$ cat src/rtl/spi_frame_sequencer.sv
// spi_frame_sequencer
//
// Launches one SPI transfer per audio frame period. At each frame tick the
// pending DAC sample is packed behind a constant command header and the SPI
// controller is strobed with spi_cs. The received word's low bits are presented
// on a valid/ready ADC stream once the transfer completes. Sticky status flags
// record underrun, overrun, missed ticks and (optionally) transfer timeouts.
//
// Ports:
//   clk, nrst               clock; synchronous active-low reset
//   spi_cs                  active-low frame start strobe to the SPI controller
//   spi_tx_data             {TX_CMD, sample} word held from launch to launch
//   spi_rx_data, spi_done   received word and controller idle flag (1 = idle)
//   dac_sample/valid/ready  incoming sample stream
//   adc_sample/valid/ready  outgoing captured sample stream
//   status_clr              clears sticky flags (a same-cycle set wins)
//   status                  sticky {timeout, miss, overrun, underrun}
//
// Optional feature: define SEQ_TIMEOUT_EN to compile the transfer watchdog.
// Without it the sequencer waits indefinitely and status[3] is always 0.
// Assumes TX_WIDTH > SAMPLE_WIDTH and RX_WIDTH >= SAMPLE_WIDTH.

module spi_frame_sequencer #(
    parameter int unsigned                        CLK_PER_SAMPLE = 1000,
    parameter int unsigned                        TX_WIDTH       = 24,
    parameter int unsigned                        RX_WIDTH       = 24,
    parameter int unsigned                        SAMPLE_WIDTH   = 16,
    parameter logic [TX_WIDTH-SAMPLE_WIDTH-1:0]   TX_CMD         = 8'h30,
    parameter int unsigned                        CS_LOW_CYCLES  = 2,
    parameter int unsigned                        TIMEOUT_CYCLES = 4096
) (
    input  logic                    clk,
    input  logic                    nrst,
    output logic                    spi_cs,
    output logic [TX_WIDTH-1:0]     spi_tx_data,
    input  logic [RX_WIDTH-1:0]     spi_rx_data,
    input  logic                    spi_done,
    input  logic [SAMPLE_WIDTH-1:0] dac_sample,
    input  logic                    dac_valid,
    output logic                    dac_ready,
    output logic [SAMPLE_WIDTH-1:0] adc_sample,
    output logic                    adc_valid,
    input  logic                    adc_ready,
    input  logic                    status_clr,
    output logic [3:0]              status
);

    localparam int unsigned CntW = (CLK_PER_SAMPLE > 1) ? $clog2(CLK_PER_SAMPLE) : 1;
    localparam int unsigned CsW  = $clog2(CS_LOW_CYCLES + 1);

    typedef enum logic [2:0] {
        StIdle,
        StCsLow,
        StWaitStart,
        StWaitEnd,
        StSettle,
        StCapture
    } state_e;

    state_e state_q, state_d;

    logic [CntW-1:0]         cnt_q, cnt_d;
    logic [CsW-1:0]          cs_cnt_q, cs_cnt_d;
    logic [TX_WIDTH-1:0]     tx_q, tx_d;
    logic [SAMPLE_WIDTH-1:0] dac_hold_q, dac_hold_d;
    logic                    dac_pending_q, dac_pending_d;
    logic [SAMPLE_WIDTH-1:0] adc_sample_q, adc_sample_d;
    logic                    adc_valid_q, adc_valid_d;
    logic [3:0]              status_q, status_d;

    logic tick;
    logic launch;
    logic miss;
    logic dac_load;
    logic capture;
    logic overrun;
    logic underrun;
    logic cs_done;
    logic timeout_hit;

    // Frame timing and the events derived from it.
    assign tick     = (cnt_q == CntW'(CLK_PER_SAMPLE - 1));
    assign cnt_d    = tick ? '0 : cnt_q + 1'b1;
    assign launch   = tick && (state_q == StIdle) && spi_done;
    assign miss     = tick && !launch;
    assign dac_load = dac_valid && !dac_pending_q;
    assign capture  = (state_q == StCapture);
    assign cs_done  = (cs_cnt_q == CsW'(CS_LOW_CYCLES - 1));
    assign cs_cnt_d = (state_q == StCsLow) ? cs_cnt_q + 1'b1 : '0;

`ifdef SEQ_TIMEOUT_EN
    localparam int unsigned WdW = $clog2(TIMEOUT_CYCLES + 1);

    logic [WdW-1:0] wd_q, wd_d;
    logic           in_wait;

    // Counts total cycles spent waiting on the controller for one frame.
    assign in_wait     = (state_q == StWaitStart) || (state_q == StWaitEnd);
    assign wd_d        = in_wait ? wd_q + 1'b1 : '0;
    assign timeout_hit = in_wait && (wd_q == WdW'(TIMEOUT_CYCLES - 1));

    always_ff @(posedge clk) begin
        if (!nrst) begin
            wd_q <= '0;
        end else begin
            wd_q <= wd_d;
        end
    end
`else
    logic unused_timeout_cfg;

    assign timeout_hit        = 1'b0;
    assign unused_timeout_cfg = ^TIMEOUT_CYCLES;
`endif

    if (RX_WIDTH > SAMPLE_WIDTH) begin : g_rx_unused
        logic unused_rx_bits;
        assign unused_rx_bits = ^spi_rx_data[RX_WIDTH-1:SAMPLE_WIDTH];
    end

    // State register.
    always_ff @(posedge clk) begin
        if (!nrst) begin
            state_q <= StIdle;
        end else begin
            state_q <= state_d;
        end
    end

    // Next-state logic; the watchdog overrides the wait transitions.
    always_comb begin
        state_d = state_q;
        unique case (state_q)
            StIdle: begin
                if (launch) state_d = StCsLow;
            end
            StCsLow: begin
                if (cs_done) state_d = StWaitStart;
            end
            StWaitStart: begin
                if (timeout_hit)   state_d = StIdle;
                else if (!spi_done) state_d = StWaitEnd;
            end
            StWaitEnd: begin
                if (timeout_hit)  state_d = StIdle;
                else if (spi_done) state_d = StSettle;
            end
            StSettle:  state_d = StCapture;
            StCapture: state_d = StIdle;
            default:   state_d = StIdle;
        endcase
    end

    // Outputs.
    always_comb begin
        spi_cs      = (state_q != StCsLow);
        dac_ready   = !dac_pending_q;
        spi_tx_data = tx_q;
        adc_sample  = adc_sample_q;
        adc_valid   = adc_valid_q;
        status      = status_q;
    end

    // Datapath next-state.
    always_comb begin
        tx_d          = tx_q;
        dac_hold_d    = dac_hold_q;
        dac_pending_d = dac_pending_q;
        adc_sample_d  = adc_sample_q;
        adc_valid_d   = adc_valid_q;

        // Launch sends the current hold; with nothing pending this repeats the
        // previous sample.
        if (launch) begin
            tx_d          = {TX_CMD, dac_hold_q};
            dac_pending_d = 1'b0;
        end
        // A load in the launch cycle only happens when nothing was pending, so
        // the new sample is kept for the next frame rather than dropped.
        if (dac_load) begin
            dac_hold_d    = dac_sample;
            dac_pending_d = 1'b1;
        end

        if (capture) begin
            adc_sample_d = spi_rx_data[SAMPLE_WIDTH-1:0];
            adc_valid_d  = 1'b1;
        end else if (adc_valid_q && adc_ready) begin
            adc_valid_d = 1'b0;
        end

        overrun  = capture && adc_valid_q && !adc_ready;
        underrun = launch && !dac_pending_q;
        status_d = (status_clr ? 4'b0000 : status_q) | {timeout_hit, miss, overrun, underrun};
    end

    always_ff @(posedge clk) begin
        if (!nrst) begin
            cnt_q         <= '0;
            cs_cnt_q      <= '0;
            tx_q          <= {TX_CMD, {SAMPLE_WIDTH{1'b0}}};
            dac_hold_q    <= '0;
            dac_pending_q <= 1'b0;
            adc_sample_q  <= '0;
            adc_valid_q   <= 1'b0;
            status_q      <= 4'b0000;
        end else begin
            cnt_q         <= cnt_d;
            cs_cnt_q      <= cs_cnt_d;
            tx_q          <= tx_d;
            dac_hold_q    <= dac_hold_d;
            dac_pending_q <= dac_pending_d;
            adc_sample_q  <= adc_sample_d;
            adc_valid_q   <= adc_valid_d;
            status_q      <= status_d;
        end
    end

endmodule

$ cat config.mk
export PLATFORM = sky130hd
export DESIGN_NAME = spi_frame_sequencer
export DESIGN_NICKNAME = d
export VERILOG_FILES = /design/src/rtl/spi_frame_sequencer.sv
export SDC_FILE = /design/constraint.sdc
export NUM_CORES = 1
export LEC_CHECK = 0
export BUFFER_PORTS_ARGS = -buffer_cell sky130_fd_sc_hd__buf_2
export CAP_MARGIN = 20
export CORE_MARGIN = 2
export CORE_UTILIZATION = 45
export DETAILED_ROUTE_END_ITERATION = 6
export PLACE_DENSITY_LB_ADDON = 0.05
export SLEW_MARGIN = 20
export SYNTH_ARGS = -nofsm -noshare
export SYNTH_HDL_FRONTEND = slang
export SYNTH_SLANG_ARGS = --single-unit
export TNS_END_PERCENT = 10
$ cat constraint.sdc
create_clock -name clk -period 1.7 [get_ports clk]
set_input_delay 0.34 -clock clk [delete_from_list [all_inputs] [get_ports clk]]
set_output_delay 0.34 -clock clk [all_outputs]
set_load 0.005 [all_outputs]
==> impl_metrics.toml <==
[finish]
drive_above_1_share = 0.283
final_cells = 482
final_net_count = 450
diodes = 0
area_growth_pct = 26.1

[global_routing]
grt_use_met3 = 0.0429
grt_max_degree = 24
overflow = 0
antenna_found_initial = 0
met1_usage = 0.214
grt_pass1_wl_um = 8840
grt_pass1_vias = 1986
grtUsageTotal = 0.174
grtUsageMet2 = 0.280
grt-busiest-layer = "met2"

[setup_path]
crit_start = "state_q[1]"
required_ns = 1.36
crit_path_max_fanout = 10
worstPathArrival_ns = 1.31
r2r_start = "cnt_q[4]"
endpoint_kind = "output pin"
r2r-end = "spi_tx_data[3]"
reg2reg_depth = 4
crit_path_start_kind = "flip-flop"
endpoint = "spi_cs"
worstSetupPathType = "flip-flop to output pin"
ff2ff_setup_slack_ns = 0.10

[logic_synthesis]
synthSimpleGateAreaFrac = 0.239
synth_top_family_by_area = "simple AND/OR/NAND/NOR gates"
ys_seq_elements = 68
synth_xor_xnor_area_share = 0.00967
synth-main-ff-cell = "dfxtp_1"
syn_area_um2 = 2720
ys_top_cells_by_area = "dfxtp_1 50%, nand2_1 14%, a21oi_1 7.6%"
synthAdderAreaFrac = 0.00921
synth_top_area_share = 0.501
synth_mux_area_frac = 0.0590
async_flop_share = 0
syn_avg_cell_area_um2 = 8.46
yosysWarnings = 0
yosysSeqAreaShare = 0.501
postSynthCellCount = 321
synth_most_common_cell = "nand2_1"
synth_area_leader_cell = "dfxtp_1"
ys_types = 40
yosys-top-cells-count = "103 x nand2_1, 68 x dfxtp_1, 41 x a21oi_1, 16 x mux2i_1, 13 x clkbuf_1"
synth_edf_count = 0
synth_compound_area_frac = 0.106

[routing]
antenna_left = 0
routed_wl_um = 5530
first_iter_violations = 77
route.detailed.drc = 0
avgRoutedWirePerCell_um = 11.5
avgViaCountPerCell = 4.67
vias = 2253
drtPass1Iterations = 4

[sta]
rsz0062_at_grt = "no"
skew_ns = 0.00913
timing.hold.ws_ns = 0.227
fin_crit_sh = 0.969
slew_viol_final = 0
max_freq_mhz = 607
period_needed_ns = 1.65
setup_viol = 0
finalHoldViolCount = 0
fin_setup_tns_ns = 0

[floorplan]
die-area_um2 = 6670
rows = 28
io_pins = 93
coreArea_um2 = 5890
initial_core_util = 0.462
die_height_um = 81.7
dieWidth_um = 81.7

[outcome]
status = "finished clean"

[cts]
clk_path_buf_depth = 2
htree_levels = 3
clk_latency_ns = 0.34
cts_root_buffer = "clkbuf_8"
cts_setup_buffers = 0
cts_buffers = 9
path_clk_slew_ns = 0.08
hold_buffers = 0
cts_tree = "yes"
post_cts_resized = 3
clkSinkCount = 68

[placed_design]
io_buffers = 75
place_congestion = 0.731
placed_cells = 466
post-dp-hpwl_um = 3830

[pwr]
ir_worst_vdd_v = 0.000480
power.leakage_nw = 1.43
p_total_mw = 3.31
p_per_area_nw_per_um2 = 966

[job]
cap_viol_max_count = 0

[worst_hold_path]
hold_path.class = "input port to flip-flop"
-- cell type report --
type	instances	area [µm²]
flip-flops and latches	68	1360
fillers	553	2460
clock inverters	5	85.1
multi-input cells	225	1180
well taps	75	93.8
clock buffers	11	141
repair buffers	93	537
inverters	5	18.8
-- cell families after synthesis --
logic type / count (synthesis)
buffers and inverters: 35
xor gates and xnor gates: 3
other: 2
and+or+nand+nor: 142
DFF: 68
muxes: 16
adders and majority gates: 2
AOI/OAI and AO/OA: 53
-- worst min-delay path by stage --
stage | start | endpoint | slack (ns) | depth (start not counted)
CTS | spi_rx_data[11] | adc_sample[11] | 0.21 | 3
floorplan | cs_cnt_q[0] | cs_cnt_q[0] | 0.40 | 1
global placement | cs_cnt_q[0] | cs_cnt_q[0] | 0.41 | 1
detailed placement | cs_cnt_q[0] | cs_cnt_q[0] | 0.42 | 1
finish | dac_sample[2] | dac_hold_q[2] | 0.23 | 3
global route | dac_sample[1] | dac_hold_q[1] | 0.22 | 3
-- power breakdown --
group / switching (mW) / internal, mW
logic: 0.0975 / 0.0783
clock network: 0.623 / 0.872
registers: 0.0162 / 1.62
-- stage by stage --
step / setup slack (ns) / area, µm² / utilization
floorplan: 0.0521 / 2740 / -
global placement: 0.0892 / 3180 / 0.540
detailed placement: 0.0683 / 3180 / 0.540
CTS: 0.0192 / 3410 / 0.580
finish: 0.0522 / 3420 / 0.582
global route: 0.000200 / 3420 / 0.582
-- routing by layer --
layer	up-vias	wire length [µm]
met1	991	2620
met3	9	263
met4	0	97
li1	1206	-
met5	-	0
met2	47	2550
-- sequential cells by signal (all words and copies together), names as in the netlist --
register and cells:
status 3, dac_pending_q 1, adc_sample 16, spi_tx_data 16
cnt_q 10, dac_hold_q 16, cs_cnt_q 2, state_q 3
adc_valid 1
-- critical path: stages, from the launching register on --
cell	delay (ns)
dfxtp_1	0.31
buf_4	0.16
or3b_4	0.38
buf_6	0.12
-- placed cells by master, fill, tap and decap left out, types with 2 or more instances in the layout --
cell and instances:
dfxtp_1 66, buf_2 74, xor2_1 2, buf_6 3, o31ai_1 4, nand2b_1 2, conb_1 9, o21ai_0 4
nor2b_1 2, and3b_1 2, buf_4 15, bufinv_16 2, mux2i_1 16, dfxtp_2 2, nand3_1 5, a21oi_1 41
nand3b_1 3, clkbuf_8 10, or4_1 3, inv_1 5, or3_1 4, nor2_1 7, ha_1 2, clkinv_4 2
nand2_1 103
Power figures use the tool's default switching activity.
